File: config.mk
export PLATFORM = sky130hd
export DESIGN_NAME = slope_tracker
export DESIGN_NICKNAME = d
export VERILOG_FILES = /design/src/rtl/slope_tracker.sv
export SDC_FILE = /design/constraint.sdc
export NUM_CORES = 1
export LEC_CHECK = 0
export CAP_MARGIN = 30
export CORE_MARGIN = 2
export CORE_UTILIZATION = 57
export CTS_BUF_LIST = sky130_fd_sc_hd__clkbuf_4 sky130_fd_sc_hd__clkbuf_8
export CTS_CLUSTER_SIZE = 10
export DETAILED_ROUTE_END_ITERATION = 10
export PLACE_DENSITY = 0.91
export SETUP_SLACK_MARGIN = 0.3
export SYNTH_ARGS = -nofsm -noshare
export SYNTH_HDL_FRONTEND = slang
export SYNTH_SLANG_ARGS = --single-unit
File: constraint.sdc
create_clock -name clk -period 8.95 [get_ports clk]
set_input_delay 2.2375 -clock clk [delete_from_list [all_inputs] [get_ports clk]]
set_output_delay 2.2375 -clock clk [all_outputs]
set_load 0.005 [all_outputs]
File: src/rtl/slope_tracker.sv
// Trend and turning-point tracker for a qualified sample stream.
// Confirms rising/falling trends with hysteresis and reports peaks/valleys.
module slope_tracker #(
  parameter int WIDTH = 16,
  parameter int HOLD  = 3
) (
  input  logic             clk,
  input  logic             rst,
  input  logic             flush,
  input  logic             in_valid,
  input  logic [WIDTH-1:0] datain,
  output logic [1:0]       trend,
  output logic             peak,
  output logic             valley,
  output logic [WIDTH-1:0] extreme,
  output logic             eq,
  output logic             lt,
  output logic             gt
);

  localparam int RW = $clog2(HOLD + 1);
  localparam logic [RW-1:0] HOLD_R = RW'(HOLD);

  typedef enum logic [1:0] {
    S_INIT = 2'b00,
    S_RISE = 2'b01,
    S_FALL = 2'b10
  } state_e;

  typedef enum logic [1:0] {
    D_NONE = 2'b00,
    D_UP   = 2'b01,
    D_DN   = 2'b10
  } dir_e;

  state_e           state_q, state_d;
  dir_e             last_q, last_d;
  logic [WIDTH-1:0] prev_q, prev_d;
  logic [WIDTH-1:0] ext_q, ext_d;
  logic [WIDTH-1:0] extreme_q, extreme_d;
  logic [RW-1:0]    run_q, run_d;
  logic             primed_q, primed_d;
  logic             peak_q, peak_d;
  logic             valley_q, valley_d;
  logic             eq_q, eq_d;
  logic             lt_q, lt_d;
  logic             gt_q, gt_d;

  logic             is_up;
  logic             is_dn;
  dir_e             dir_now;
  logic [RW-1:0]    run_inc;
  logic [RW-1:0]    run_n;

  assign is_up   = datain > prev_q;
  assign is_dn   = datain < prev_q;
  assign dir_now = is_up ? D_UP : (is_dn ? D_DN : D_NONE);
  assign run_inc = (run_q == HOLD_R) ? run_q : run_q + RW'(1);

  always_comb begin
    state_d   = state_q;
    last_d    = last_q;
    prev_d    = prev_q;
    ext_d     = ext_q;
    extreme_d = extreme_q;
    run_d     = run_q;
    primed_d  = primed_q;
    peak_d    = 1'b0;
    valley_d  = 1'b0;
    eq_d      = eq_q;
    lt_d      = lt_q;
    gt_d      = gt_q;
    run_n     = run_inc;

    if (flush) begin
      state_d  = S_INIT;
      last_d   = D_NONE;
      run_d    = '0;
      primed_d = 1'b0;
      eq_d     = 1'b0;
      lt_d     = 1'b0;
      gt_d     = 1'b0;
    end else if (in_valid && !primed_q) begin
      prev_d   = datain;
      primed_d = 1'b1;
    end else if (in_valid) begin
      prev_d = datain;
      eq_d   = !is_up && !is_dn;
      lt_d   = is_up;
      gt_d   = is_dn;
      unique case (state_q)
        S_INIT: begin
          if (is_up || is_dn) begin
            // a direction change restarts the streak at one
            run_n  = (last_q == dir_now) ? run_inc : RW'(1);
            last_d = dir_now;
            if (run_n == HOLD_R) begin
              state_d = is_up ? S_RISE : S_FALL;
              ext_d   = datain;
              run_d   = '0;
            end else begin
              run_d = run_n;
            end
          end
        end
        S_RISE: begin
          if (is_up) begin
            run_d = '0;
            if (datain > ext_q) ext_d = datain;
          end else if (is_dn) begin
            if (run_inc == HOLD_R) begin
              state_d   = S_FALL;
              peak_d    = 1'b1;
              extreme_d = ext_q;
              ext_d     = datain;
              run_d     = '0;
            end else begin
              run_d = run_inc;
            end
          end
        end
        S_FALL: begin
          if (is_dn) begin
            run_d = '0;
            if (datain < ext_q) ext_d = datain;
          end else if (is_up) begin
            if (run_inc == HOLD_R) begin
              state_d   = S_RISE;
              valley_d  = 1'b1;
              extreme_d = ext_q;
              ext_d     = datain;
              run_d     = '0;
            end else begin
              run_d = run_inc;
            end
          end
        end
        default: state_d = S_INIT;
      endcase
    end
  end

  always_ff @(posedge clk or posedge rst) begin
    if (rst) begin
      state_q   <= S_INIT;
      last_q    <= D_NONE;
      prev_q    <= '0;
      ext_q     <= '0;
      extreme_q <= '0;
      run_q     <= '0;
      primed_q  <= 1'b0;
      peak_q    <= 1'b0;
      valley_q  <= 1'b0;
      eq_q      <= 1'b0;
      lt_q      <= 1'b0;
      gt_q      <= 1'b0;
    end else begin
      state_q   <= state_d;
      last_q    <= last_d;
      prev_q    <= prev_d;
      ext_q     <= ext_d;
      extreme_q <= extreme_d;
      run_q     <= run_d;
      primed_q  <= primed_d;
      peak_q    <= peak_d;
      valley_q  <= valley_d;
      eq_q      <= eq_d;
      lt_q      <= lt_d;
      gt_q      <= gt_d;
    end
  end

  assign trend   = state_q;
  assign peak    = peak_q;
  assign valley  = valley_q;
  assign extreme = extreme_q;
  assign eq      = eq_q;
  assign lt      = lt_q;
  assign gt      = gt_q;

endmodule
==> results.ini, run 1 <==
[sta]
period_share_pct = 61.1
fin_hold_ws_ns = 0.493
hold_violations = 0
fin_crit_ns = 5.47
rsz0062_at_grt = false
clock.fmax_mhz = 183
setup_violations = 0
fin_setup_tns_ns = 0
tightestPinTransition_ns = 0.970
clock_skew_ns = 0.0100
slew_violations = 0
slew_headroom_pct = 35.3
setup_ws_ns = 3.48

[logic_synthesis]
ys.flop_type = dfrtp_1
yosys_warnings = 0
yosysUniqueCellTypes = 53
ys_async_sr_fraction_pct = 100
netlist_instances = 339
synth-edff-count = 0
syn_nets = 395
syn-cell-area_mm2 = 0.00348
synth-seq-cells = 60
seq_area_frac_synth_pct = 43.1
syn_avg_cell_area_um2 = 10.3

[final_layout]
drive_gt1_share_pct = 12.7
area_growth_syn_to_layout_pct = 18.6
fillers = 420
fin_cells = 462
nNetsFinal = 438
diodes = 0
final_area_mm2 = 0.00413

[pwr]
p_int_uw = 436
clkPwrFrac_pct = 35.1
leakagePower_uw = 0.00186
seq_power_share_pct = 47.5
pwr_density_cell_mw_per_mm2 = 148
vdd_ir_drop_max_mv = 0.0921
netSwitchingFraction_pct = 28.9
switchingPower_uw = 177
combPwrFrac_pct = 17.4

[global_routing]
grt_usage_pct = 25.4
grt_max_degree = 61
grt_antenna_before_repair = 0
grt_pass1_wl_um = 12800
grt_pass1_vias = 2741
overflow = 0

[clock_network]
cts_buffers = 9
root_buffer = clkbuf_8
clk_path_buf_depth = 2
cts.clk_slew.worst_paths_ns = 0.07
clk_latency_ns = 0.35
clock_sinks = 60
tritoncts = built
post_cts_resized = 0
ctsHtreeMaxLevel = 3
post_cts_buffers = 0
cts_hold_buffers = 0

[setup_path]
timing_worst_setup_path_type = in2reg
crit_buf_inv = 1
critPathArrivalTime_ns = 5.70
critPathCaptureType = flop
cp_cell_sequence = clkdlybuf4s50_1 -> ha_1 -> a21oi_1 -> o21ai_1 -> nor4_1 -> nand3_1 -> o211a_1 -> or4b_1 -> a22o_1
required_ns = 9.18
cpPeakStageDelay_ns = 0.84
start_kind = primary input
worstPathMaxFanout = 16
crit_family = simple AND/OR/NAND/NOR gates
slowest_stage = or4b_1

[place]
dpl_cell_area_mm2 = 0.00396
globalplace.congestion = 0.918
numPortBuffers = 42
pre_cts_slack_ns = 3.16
dp_cells = 446
dpl.hpwl_um = 5670

[outcome]
status = finished, final reports clean

[floorplan]
die_h_um = 82.1
num_io_pins = 43
core_mm2 = 0.00592
start_util_pct = 58.8
die_width_um = 82.1
design.die.area_mm2 = 0.00675
rows = 28

[route]
vias = 2784
viasPerCell = 6.03
ant_nets = 0
drt_iter0_markers = 179
dr.pass1.iters = 6
avgRoutedWirePerCell_um = 16.9
drc = 0
wl_um = 7800

[min_path]
min_path_type = reg2reg

[run]
max_cap_violations = 0

## worst paths after layout
path,start,endpoint,slack [ns],cells after the start
worst min register to register,lt$_DFFE_PP0P_,lt$_DFFE_PP0P_,0.49,2
worst min-delay path,lt$_DFFE_PP0P_,lt$_DFFE_PP0P_,0.49,2
max in group asynchronous,rst,peak$_DFF_PP0_,6.06,3
worst max register to register,prev_q[13]$_DFFE_PP0P_,ext_q[9]$_DFFE_PP0P_,5.53,9
worst max-delay path,datain[13],ext_q[9]$_DFFE_PP0P_,3.48,9
min in group asynchronous,rst,extreme[10]$_DFFE_PP0P_,2.41,3
## cells in the final DEF, fill, tap and decap left out, types with 3 or more instances in the layout
cell             Yosys  routed
a211oi_1             3       3
a21oi_1             12      12
a221oi_1             3       3
a22o_1              16      16
a31oi_1              3       3
and2_1               3       3
clkbuf_8             0      10
clkdlybuf4s50_1      0      42
clkinv_2             0       4
dfrtp_1             60      60
ha_1                36      36
inv_1               39      38
mux2_2              17      17
nand2_1             36      36
nand3_1              6       6
nand4_1              6       6
nor2_1              12      12
nor2b_1              6       5
nor3_1               3       3
nor4_1               3       3
o21ai_0             22      22
## power groups by stage
stage               clock network (uW)  logic, uW  registers, uW
global route                       231        119            292
global placement                     0       98.6            295
CTS                                219        106            291
detailed placement                   0        105            296
finish                             215        107            291
floorplan                            0       70.4            294
## cells in the mapped netlist (all sizes together), types with 3 or more instances
| cell type | number | area, um2 |
|---|---|---|
| buf | 5 | 31.3 |
| and2 | 3 | 18.8 |
| nand4 | 7 | 50.1 |
| a221oi | 3 | 26.3 |
| a22o | 16 | 140 |
| o21ai | 24 | 124 |
| ha | 36 | 450 |
| dfrtp | 60 | 1500 |
| nor2b | 6 | 37.5 |
| nor3 | 4 | 31.3 |
| a31oi | 4 | 40.0 |
| nor4 | 5 | 61.3 |
| a211oi | 3 | 22.5 |
| a21oi | 13 | 68.8 |
| nand3 | 6 | 30.0 |
| clkbuf | 7 | 26.3 |
| mux2 | 17 | 191 |
| nor2 | 12 | 45.0 |
| nand2 | 36 | 135 |
| inv | 39 | 146 |
## area by class of cell
type	instances	area, um2	share of cell area [%]
Clock buffer	11	145	3.52
Multi-Input combinational cell	228	1780	43.1
Inverter	39	146	3.55
Clock inverter	5	27.5	0.667
Tap cell	75	93.8	2.27
Sequential cell	60	1500	36.4
Timing Repair Buffer	44	435	10.5
## cell families after synthesis
kind of cell,synth area share [%]
DFF,43.1
AOI/OAI and AO/OA,18.5
muxes,5.79
and+or+nand+nor,13.8
adders and majority gates,12.9
buffers and inverters,5.86
## per-layer routing
layer  vias to the layer above  wire length (um)  global-route usage (%)
met5                         -                 0                       0
met4                         0               223                    13.8
met3                        26               478                    5.22
met2                       113              3760                    40.8
met1                      1338              3330                    32.1
li1                       1307                 -                       -
## through the flow
step	util, %	power (uW)
finish	69.7	613
global route	69.7	642
CTS	69.7	616
detailed placement	66.8	401
global placement	66.8	394
floorplan	-	364
## flip-flops by register name, summed over array words and instances, names as in the netlist
| name | cells |
|---|---|
| prev_q | 16 |
| lt | 1 |
| run_q | 2 |
| ext_q | 16 |
| peak | 1 |
| trend | 2 |
| primed_q | 1 |
| eq | 1 |
| valley | 1 |
| extreme | 16 |
| gt | 1 |
| last_q | 2 |
## tightest hold or removal path, stage by stage, from the launching register on
cell and delay (ns):
dfrtp_1 0.34, nand2_1 0.05, o21ai_0 0.07
Note: power is estimated with default switching activity, not from simulation.
==> inputs of run 2 (changes only) <==
==> constraint.sdc (replaced) <==
create_clock -name clk -period 5.6 [get_ports clk]
set_input_delay 1.4 -clock clk [delete_from_list [all_inputs] [get_ports clk]]
set_output_delay 1.4 -clock clk [all_outputs]
set_load 0.005 [all_outputs]
==> run 2 against run 1 <==
Sequential power is 60% higher. Register-to-register slack worse by 3.3 ns. Count of clock-buffer cells in the layout is 2 lower. Largest cell class unchanged. Clock skew hardly changed. Hold slack better by 0.0012 ns. Power is 57% higher. Highest routed layer unchanged.
==> results.ini, run 2 (synthesis gave the netlist of run 1 again) <==
[outcome]
status = finished, final reports clean

[sta]
fin_setup_tns_ns = 0
clock.fmax_mhz = 219
setup_violations = 0
fin_crit_ns = 4.56
hold_violations = 0
rsz0062_at_grt = false
tightestPinTransition_ns = 0.736
slew_headroom_pct = 50.9
clock_skew_ns = 0.00980
fin_hold_ws_ns = 0.494
period_share_pct = 81.4
slew_violations = 0

[global_routing]
grt_pass1_wl_um = 12600
grt_max_degree = 61
grt_usage_pct = 25.1
overflow = 0
grt_pass1_vias = 2646
grt_antenna_before_repair = 0

[clock_network]
clk_latency_ns = 0.35
clk_path_buf_depth = 2
root_buffer = clkbuf_8
post_cts_resized = 0
post_cts_buffers = 0
clock_sinks = 60
cts.clk_slew.worst_paths_ns = 0.06
cts_hold_buffers = 0
cts_buffers = 9
tritoncts = built
ctsHtreeMaxLevel = 3

[pwr]
switchingPower_uw = 286
seq_power_share_pct = 48.2
leakagePower_uw = 0.00186
combPwrFrac_pct = 17.3
p_int_uw = 679
vdd_ir_drop_max_mv = 0.117
clkPwrFrac_pct = 34.5
pwr_density_cell_mw_per_mm2 = 233
netSwitchingFraction_pct = 29.6

[route]
drc = 0
wl_um = 7680
dr.pass1.iters = 4
ant_nets = 0
avgRoutedWirePerCell_um = 16.5
vias = 2757
drt_iter0_markers = 199
viasPerCell = 5.94

[final_layout]
diodes = 0
layout_commonest_cell = dfrtp_1
drive_gt1_share_pct = 13.1
final_area_mm2 = 0.00414
layout_common_cells = dfrtp_1 (60), clkdlybuf4s50_1 (42), inv_1 (38)
area_growth_syn_to_layout_pct = 18.9
nNetsFinal = 440
finish.utilization_pct = 69.9

[setup_path]
start_kind = primary input
r2r_slack_ns = 2.25
r2r_end = ext_q[5]$_DFFE_PP0P_
critPathArrivalTime_ns = 4.78
worstPathMaxFanout = 16
crit_path_start = datain[15]
critPathCaptureType = flop
r2r_cells = 9
reg2reg_from = prev_q[15]$_DFFE_PP0P_
timing_worst_setup_path_type = in2reg
required_ns = 5.82

[floorplan]
design.die.area_mm2 = 0.00675
num_io_pins = 43
die_h_um = 82.1
die_width_um = 82.1
rows = 28
core_mm2 = 0.00592
start_util_pct = 58.8

[place]
numPortBuffers = 42
dpl.hpwl_um = 5510
globalplace.congestion = 0.886
dpl_cell_area_mm2 = 0.00397

[min_path]
min_path_type = reg2reg
hold_start = eq$_DFFE_PP0P_
whs_endpoint = eq$_DFFE_PP0P_
hold_depth = 1

[run]
max_cap_violations = 0

-- run 2: per-layer routing --
layer	wire length (um)	track usage (%)	vias to the layer above	part of all wire (%)
li1	-	-	1315	-
met1	3320	32.4	1320	43
met2	3760	41.5	102	49
met3	394	3.80	20	5.1
met4	204	11.7	0	2.7
met5	0	0	-	0
-- run 2: worst max path at each step --
stage	cells after the start	end	slack, ns
3_3_place_gp	9	ext_q[8]$_DFFE_PP0P_	0.79
2_1_floorplan	10	ext_q[0]$_DFFE_PP0P_	1.59
5_1_grt	9	ext_q[6]$_DFFE_PP0P_	0.89
3_5_place_dp	9	ext_q[7]$_DFFE_PP0P_	0.71
4_1_cts	9	ext_q[5]$_DFFE_PP0P_	1.06
6_report	9	ext_q[5]$_DFFE_PP0P_	1.04
-- run 2: area by class of cell --
| cell class | instances | area (um2) |
|---|---|---|
| fillers | 436 | 1780 |
| multi-input cells | 228 | 1780 |
| clock inverters | 7 | 43.8 |
| clock buffers | 9 | 124 |
| flip-flops and latches | 60 | 1500 |
| well taps | 75 | 93.8 |
| repair buffers | 46 | 450 |
| inverters | 39 | 146 |
-- run 2: stage by stage --
step / std cells / setup slack (ns) / power [uW]
4_1_cts: 464 / 1.06 / 968
6_report: 464 / 1.04 / 965
5_1_grt: 464 / 0.885 / 1010
3_5_place_dp: 448 / 0.709 / 638
3_3_place_gp: 448 / 0.795 / 629
2_1_floorplan: 339 / 1.59 / 582
-- run 2: critical path, stage by stage --
cell,delay [ns]
clkdlybuf4s50_1,0.48
ha_1,0.36
nand4_2,0.18
nor4_4,0.41
o21ai_2,0.15
a31oi_4,0.31
a41oi_2,0.27
or4b_1,0.91
a22o_1,0.31
-- run 2: power groups by stage --
stage / sequential (uW) / clock, uW / combinational, uW
floorplan: 470 / 0 / 113
global placement: 472 / 0 / 157
detailed placement: 473 / 0 / 165
CTS: 465 / 336 / 167
global route: 467 / 358 / 188
finish: 465 / 333 / 167
